==> src/rtl/event_pulse_tx.sv <==
// Event transmitter for a toggle-based pulse synchronizer: queues event strobes
// and hands them to the receiving domain one request toggle at a time.
module event_pulse_tx #(
  parameter int PEND_WIDTH  = 4,
  parameter int SYNC_STAGES = 2,
  parameter int CNT_WIDTH   = 16
) (
  input  logic                  clk,
  input  logic                  rst,
  input  logic                  event_i,
  input  logic                  clear_i,
  input  logic                  ack_i,
  output logic                  req_o,
  output logic [PEND_WIDTH-1:0] pending_o,
  output logic                  busy_o,
  output logic                  overflow_o,
  output logic [CNT_WIDTH-1:0]  sent_count_o
);

  typedef enum logic {
    ST_IDLE = 1'b0,
    ST_WAIT = 1'b1
  } state_t;

  localparam logic [PEND_WIDTH-1:0] PEND_MAX = '1;

  state_t                 state_q, state_d;
  logic [SYNC_STAGES-1:0] sync_q;
  logic                   ack_s;
  logic                   req_q, req_d;
  logic [PEND_WIDTH-1:0]  pend_q, pend_d;
  logic                   ovf_q, ovf_d;
  logic [CNT_WIDTH-1:0]   cnt_q, cnt_d;
  logic                   busy_q, busy_d;
  logic                   dispatch;
  logic                   done;

  assign ack_s = sync_q[SYNC_STAGES-1];

  always_comb begin
    state_d  = state_q;
    req_d    = req_q;
    pend_d   = pend_q;
    ovf_d    = ovf_q;
    cnt_d    = cnt_q;
    dispatch = 1'b0;
    done     = 1'b0;

    case (state_q)
      ST_IDLE: begin
        if ((pend_q != '0) || event_i) begin
          dispatch = 1'b1;
          req_d    = ~req_q;
          state_d  = ST_WAIT;
        end
      end
      ST_WAIT: begin
        if (ack_s == req_q) begin
          done    = 1'b1;
          state_d = ST_IDLE;
        end
      end
      default: state_d = ST_IDLE;
    endcase

    // Clear only touches the bookkeeping; an in-flight toggle still completes.
    if (clear_i) begin
      pend_d = '0;
      ovf_d  = 1'b0;
      cnt_d  = '0;
    end else begin
      if (event_i && !dispatch) begin
        if (pend_q == PEND_MAX) ovf_d = 1'b1;
        else                    pend_d = pend_q + PEND_WIDTH'(1);
      end else if (!event_i && dispatch) begin
        pend_d = pend_q - PEND_WIDTH'(1);
      end
      if (done) cnt_d = cnt_q + CNT_WIDTH'(1);
    end

    busy_d = (state_d == ST_WAIT);
  end

  always_ff @(posedge clk) begin
    if (rst) begin
      sync_q  <= '0;
      state_q <= ST_IDLE;
      req_q   <= 1'b0;
      pend_q  <= '0;
      ovf_q   <= 1'b0;
      cnt_q   <= '0;
      busy_q  <= 1'b0;
    end else begin
      sync_q  <= {sync_q[SYNC_STAGES-2:0], ack_i};
      state_q <= state_d;
      req_q   <= req_d;
      pend_q  <= pend_d;
      ovf_q   <= ovf_d;
      cnt_q   <= cnt_d;
      busy_q  <= busy_d;
    end
  end

  assign req_o        = req_q;
  assign pending_o    = pend_q;
  assign busy_o       = busy_q;
  assign overflow_o   = ovf_q;
  assign sent_count_o = cnt_q;

endmodule

==> config.mk <==
export PLATFORM = sky130hd
export DESIGN_NAME = event_pulse_tx
export DESIGN_NICKNAME = d
export VERILOG_FILES = /design/src/rtl/event_pulse_tx.sv
export SDC_FILE = /design/constraint.sdc
export NUM_CORES = 1
export LEC_CHECK = 0
export BUFFER_PORTS_ARGS = -buffer_cell sky130_fd_sc_hd__buf_2
export CAP_MARGIN = 20
export CORE_MARGIN = 2
export CORE_UTILIZATION = 50
export DETAILED_ROUTE_END_ITERATION = 16
export PLACE_DENSITY_LB_ADDON = 0.12
export SYNTH_ARGS = -nofsm -noshare
export SYNTH_HDL_FRONTEND = slang
export SYNTH_SLANG_ARGS = --single-unit
==> constraint.sdc <==
create_clock -name clk -period 3 [get_ports clk]
set_clock_uncertainty 0.05 [all_clocks]
set_input_delay 0.3 -clock clk [delete_from_list [all_inputs] [get_ports clk]]
set_output_delay 0.3 -clock clk [all_outputs]
set_load 0.01 [all_outputs]
==> impl_metrics.yaml, run 1 <==
cts:
  cts.htree.levels: 1
  cts_setup_buffers: 0
  cts_buffers: 3
  cts.sink_count: 25
  cts_hold_buf: 0
  path_clk_slew_ns: 0.13
  cts_resized: 0
  root_buffer: "clkbuf_4"
  clock_path_buffers: 2
  clock_latency_ns: 0.30
  tritoncts: "done"
synth:
  avgSynthCellArea_um2: 9.07
  yosysSeqAreaShare_pct: 43.4
  synth.most_common_cell: "dfxtp_1"
  synth.top_cell.area_share_pct: 43.4
  ys_ff_latch: 25
  synth_nets: 136
  synth_top_cells_by_area: "dfxtp_1 43%, xor2_1 7.6%, nor2_1 5.2%"
  synth_top_area_cell: "dfxtp_1"
  async_flop_share_pct: 0
  synth_edf_count: 0
  syn_area_um2: 1150
  ys_warn_count: 0
  synth-main-ff-cell: "dfxtp_1"
  synth_common_cells: "25 x dfxtp_1, 16 x nor2_1, 10 x xor2_1, 9 x a21oi_1, 9 x nand2_1"
  synthDistinctLibCells: 34
  synth_cells: 127
timing:
  hold_viol: 0
  setup_viol: 0
  worst_pin_slew_ns: 0.567
  slew_headroom_pct: 62.0
  rsz0062_at_grt: "false"
  final_max_slew_viol_count: 0
  clock.fmax_mhz: 515
  finalCritPeriodShare_pct: 64.7
  fin_crit_ns: 1.94
  setup_tns_ns: 0
global_route:
  grt_pass1_vias: 878
  grt_overflow: 0
  grt.total_usage_pct: 18.7
  grt_max_degree: 22
  grt_antenna_before_repair: 0
  grt_pass1_wl_um: 3840
run_status:
  status: "complete, no violations"
floorplan:
  io_pins: 28
  fp.coreArea_um2: 2190
  rows: 17
  die_w_um: 52.0
  die_y_um: 52.0
  start_util_pct: 52.6
  dieArea_um2: 2700
pwr:
  leakage_nw: 0.552
  irDropWorstVdd_mv: 0.291
  powerDensity_nw_per_um2: 449
  total_power_w: 0.000600
worst_setup_path:
  crit_path_max_incr_delay_ns: 0.54
  r2r_slack_ns: 1.06
  cp-end-kind: "flip-flop"
  worstSetupPathType: "flip-flop to flip-flop"
  crit_fanout: 7
  critical_path_buf_inv_count: 0
  cp.required_ns: 3.20
  crit_path_top_delay_cell: "or4_4"
  crit_family: "simple AND/OR/NAND/NOR gates"
  cp.arrival_ns: 2.14
  path_cells: "nand4_2 > or4_4 > or4_1 > a21oi_1"
  worstSetupStartpointType: "flip-flop"
cells_and_area:
  fillers: 217
  final_nets: 165
  antennaDiodeCount: 0
  layout-drive-gt1-share_pct: 23.9
  post-route-util_pct: 61.0
  syn2layout_area_growth_pct: 16.0
route:
  first_iter_violations: 8
  wl_per_cell_um: 12.8
  ant_nets: 0
  drtPass1Iterations: 4
  wl_um: 2350
  via_per_inst: 5.42
  drcViolationCount: 0
  via_count: 992
flow_run:
  max_cap_viol_count: 0
placed_design:
  place_hpwl_um: 1770
  portBuffers: 27
  gp_congestion: 0.784
hold_path:
  holdCritPathClass: "input pin to flip-flop"
registers in the layout, indices dropped and copies added (netlist names):
signal        cells
req_o             1
sent_count_o     16
busy_o            1
pending_o         4
sync_q            2
overflow_o        1
report_power, final:
part / internal (W) / total, W / switching, W
Sequential: 0.000343 / 0.000360 / 0.0000171
Clock: 0.0000517 / 0.000146 / 0.0000941
Combinational: 0.0000382 / 0.0000936 / 0.0000553
metal layers:
metal | part of all wire [%] | vias up | GRT usage, % | wire length [µm]
li1 | - | 506 | - | -
met4 | 0.72 | 0 | 6.58 | 17
met3 | 3.7 | 2 | 2.59 | 87
met5 | 0 | - | 0 | 0
met1 | 49 | 466 | 24.8 | 1160
met2 | 46 | 18 | 30.8 | 1090
worst paths after layout:
path	startpoint	to	cells after the start
max reg2reg	sent_count_o[3]$_SDFFE_PP0P_	sent_count_o[15]$_SDFFE_PP0P_	4
max	sent_count_o[3]$_SDFFE_PP0P_	sent_count_o[15]$_SDFFE_PP0P_	4
min	rst	busy_o$_SDFF_PP0_	2
min reg2reg	sync_q[0]$_SDFF_PP0_	sync_q[1]$_SDFF_PP0_	1
stage by stage:
stage / instances / hold WS [ns] / setup slack [ns] / area [µm²]
after global placement: 179 / 0.377 / 1.14 / 1310
after global routing: 183 / 0.160 / 0.916 / 1340
final: 183 / 0.149 / 1.06 / 1340
after detailed placement: 179 / 0.387 / 1.09 / 1310
after CTS: 183 / 0.143 / 1.05 / 1340
after floorplan: 127 / 0.319 / 1.14 / 1150
cell type report:
type / instances / area [µm²] / area share (%)
multi-input cells: 96 / 628 / 47.0
inverters: 3 / 11.3 / 0.843
flip-flops and latches: 25 / 500 / 37.5
repair buffers: 27 / 135 / 10.1
clock buffers: 4 / 26.3 / 1.97
well taps: 28 / 35.0 / 2.62
logic make-up after synthesis:
family	count (synthesis)	synth area share [%]
buf+inv	6	2.06
fa+ha+maj	4	4.99
simple gates	56	26.3
compound gates	19	10.1
mux	2	1.74
xor+xnor	15	11.4
flops	25	43.4
layout by cell type (no fill, tap or decap), types with 2 or more instances in the layout:
cell type,n
mux2i_1,2
nor2b_1,2
buf_2,27
nand4_1,5
o21ai_0,2
xor2_1,10
inv_1,3
xnor2_1,5
ha_1,3
nand3_1,6
nand2_1,9
nor3_1,2
nor4_1,2
or2_2,2
clkbuf_4,3
nor2_1,16
or4_1,4
dfxtp_1,25
a21oi_1,9
o31ai_1,3
No activity file was read; power rests on OpenSTA's default activity.
==> run 2, diff against run 1 <==
--- a/config.mk
+++ b/config.mk
@@ -8,7 +8,7 @@
 export BUFFER_PORTS_ARGS = -buffer_cell sky130_fd_sc_hd__buf_2
 export CAP_MARGIN = 20
 export CORE_MARGIN = 2
-export CORE_UTILIZATION = 50
+export CORE_UTILIZATION = 46
 export DETAILED_ROUTE_END_ITERATION = 16
 export PLACE_DENSITY_LB_ADDON = 0.12
 export SYNTH_ARGS = -nofsm -noshare
==> constraint.sdc (replaced) <==
create_clock -name clk -period 1.6 [get_ports clk]
set_clock_uncertainty 0.05 [all_clocks]
set_input_delay 0.16 -clock clk [delete_from_list [all_inputs] [get_ports clk]]
set_output_delay 0.16 -clock clk [all_outputs]
set_load 0.01 [all_outputs]
==> impl_metrics.yaml, run 2 (synthesis results as in run 1) <==
route:
  wl_per_cell_um: 12.5
  wl_um: 2720
  drcViolationCount: 0
  ant_nets: 0
  drtPass1Iterations: 4
  via_per_inst: 5.18
  first_iter_violations: 19
  via_count: 1125
timing:
  fin_ws_ns: -0.174
  slew_headroom_pct: 71.2
  clock.fmax_mhz: 564
  hold_viol: 0
  setup_viol: 5
  fin_crit_ns: 1.77
  finalCritPeriodShare_pct: 111
  final_max_slew_viol_count: 0
  worst_pin_slew_ns: 0.432
  rsz0062_at_grt: "true"
placed_design:
  dp_cells: 208
  pre_cts_slack_ns: -0.136
  portBuffers: 27
  place_hpwl_um: 2050
  gp_congestion: 0.878
  place_area_um2: 1570
global_route:
  gr-usage-met2_pct: 36.4
  use_met3_pct: 2.78
  grtUsageMet1_pct: 22.3
  busiest_layer: "met2"
  grt_antenna_before_repair: 0
  grt_overflow: 0
  grt_pass1_wl_um: 4150
  grt.total_usage_pct: 19.7
  grt_pass1_vias: 1022
  grt_max_degree: 22
cts:
  clock_path_buffers: 2
  clock_latency_ns: 0.32
  cts_buffers: 3
  cts.htree.levels: 1
  path_clk_slew_ns: 0.14
  tritoncts: "done"
  root_buffer: "clkbuf_4"
  cts.sink_count: 25
floorplan:
  dieArea_um2: 2920
  start_util_pct: 47.4
  die_y_um: 54.1
  fp.coreArea_um2: 2430
  die_w_um: 54.1
  rows: 18
  io_pins: 28
worst_setup_path:
  path_cells: "nand4_4 > or4_4 > or4_4 > a21oi_2"
  crit_fanout: 6
  crit_path_top_delay_cell: "or4_4"
  cp.required_ns: 1.81
  cp.arrival_ns: 1.99
  crit_path_max_incr_delay_ns: 0.57
  crit_family: "simple AND/OR/NAND/NOR gates"
  cpMostUsedCell: "or4_4"
  worstSetupPathType: "flip-flop to flip-flop"
  critical_path_buf_inv_count: 0
  worstSetupStartpointType: "flip-flop"
  cp-end-kind: "flip-flop"
pwr:
  irDropWorstVdd_mv: 0.618
  powerDensity_nw_per_um2: 724
  leakage_nw: 0.746
cells_and_area:
  final_cell_area_um2: 1690
  fillers: 199
  antennaDiodeCount: 0
  largest_reg_flops: 16
  final_nets: 197
  instances_no_fill: 217
  layout-drive-gt1-share_pct: 44.4
  layout_commonest_cell: "buf_2"
  final_cell_mix: "27 x buf_2, 26 x buf_4, 16 x nor2_1, 16 x dfxtp_1, 10 x xor2_1"
  syn2layout_area_growth_pct: 46.4
flow_run:
  max_cap_viol_count: 0
hold_path:
  holdCritPathClass: "input pin to flip-flop"
run_status:
  status: "finished with violations"
  violations: "setup timing"
-- run 2: cell types whose count changed in the layout (fill, tap and decap cells not counted), moves of 2 or more --
cell	delta
dfxtp_4	+4
dlygate4sd3_1	+2
dfxtp_2	+5
or4_4	+2
buf_6	+4
or4_1	-2
dfxtp_1	-9
buf_4	+26
-- run 2: stage by stage --
step	util (%)	setup TNS, ns	total power, W	hold WS, ns
after floorplan	-	-0.320	0.000823	0.172
after global placement	64.5	-0.245	0.000920	0.323
after detailed placement	64.5	-0.363	0.000925	0.326
after CTS	67.4	-0.365	0.00123	0.116
after global routing	69.3	-0.916	0.00129	0.146
final	69.3	-0.503	0.00122	0.130
-- run 2: final cells by class --
class | count | area [µm²] | share of cell area [%]
clock buffers | 4 | 26.3 | 1.56
well taps | 30 | 37.5 | 2.23
repair buffers | 59 | 395 | 23.4
flip-flops and latches | 25 | 522 | 30.9
inverters | 3 | 11.3 | 0.668
multi-input cells | 96 | 694 | 41.2
-- run 2: repair_timing --
item,4_1_cts,5_1_grt
hold buffers,2,0
setup endpoints to repair,8,6
resized for setup,3,9
hold endpoints to repair,4,0
cloned,0,0
pin swaps,3,2
buffers inserted,1,2
-- run 2: worst min-delay path: cells and delay by family --
kind / cells / cell delay (ns)
AOI/OAI and AO/OA: 1 / 0.09
buffers and inverters: 1 / 0.14
and+or+nand+nor: 1 / 0.07
-- run 2: final timing paths --
check	end	slack (ns)	cells past startpoint	from
worst min-delay path	overflow_o$_SDFFE_PP0P_	0.13	3	event_i
worst max register to register	sent_count_o[14]$_SDFFE_PP0P_	-0.17	4	sent_count_o[5]$_SDFFE_PP0P_
worst max-delay path	sent_count_o[14]$_SDFFE_PP0P_	-0.17	4	sent_count_o[5]$_SDFFE_PP0P_
worst min register to register	sync_q[1]$_SDFF_PP0_	0.41	1	sync_q[0]$_SDFF_PP0_
-- run 2: power by group --
group | leakage, nW | switching, W | internal (W)
logic | 0.522 | 0.000141 | 0.000137
registers | 0.208 | 0.0000175 | 0.000638
clock network | 0.0150 | 0.000189 | 0.0000975
-- run 2: metal layers --
metal	wire length [µm]	vias up	part of all wire, %
li1	-	572	-
met2	1430	21	52
met3	83	2	3.1
met4	15	0	0.55
met1	1190	530	44
met5	0	-	0
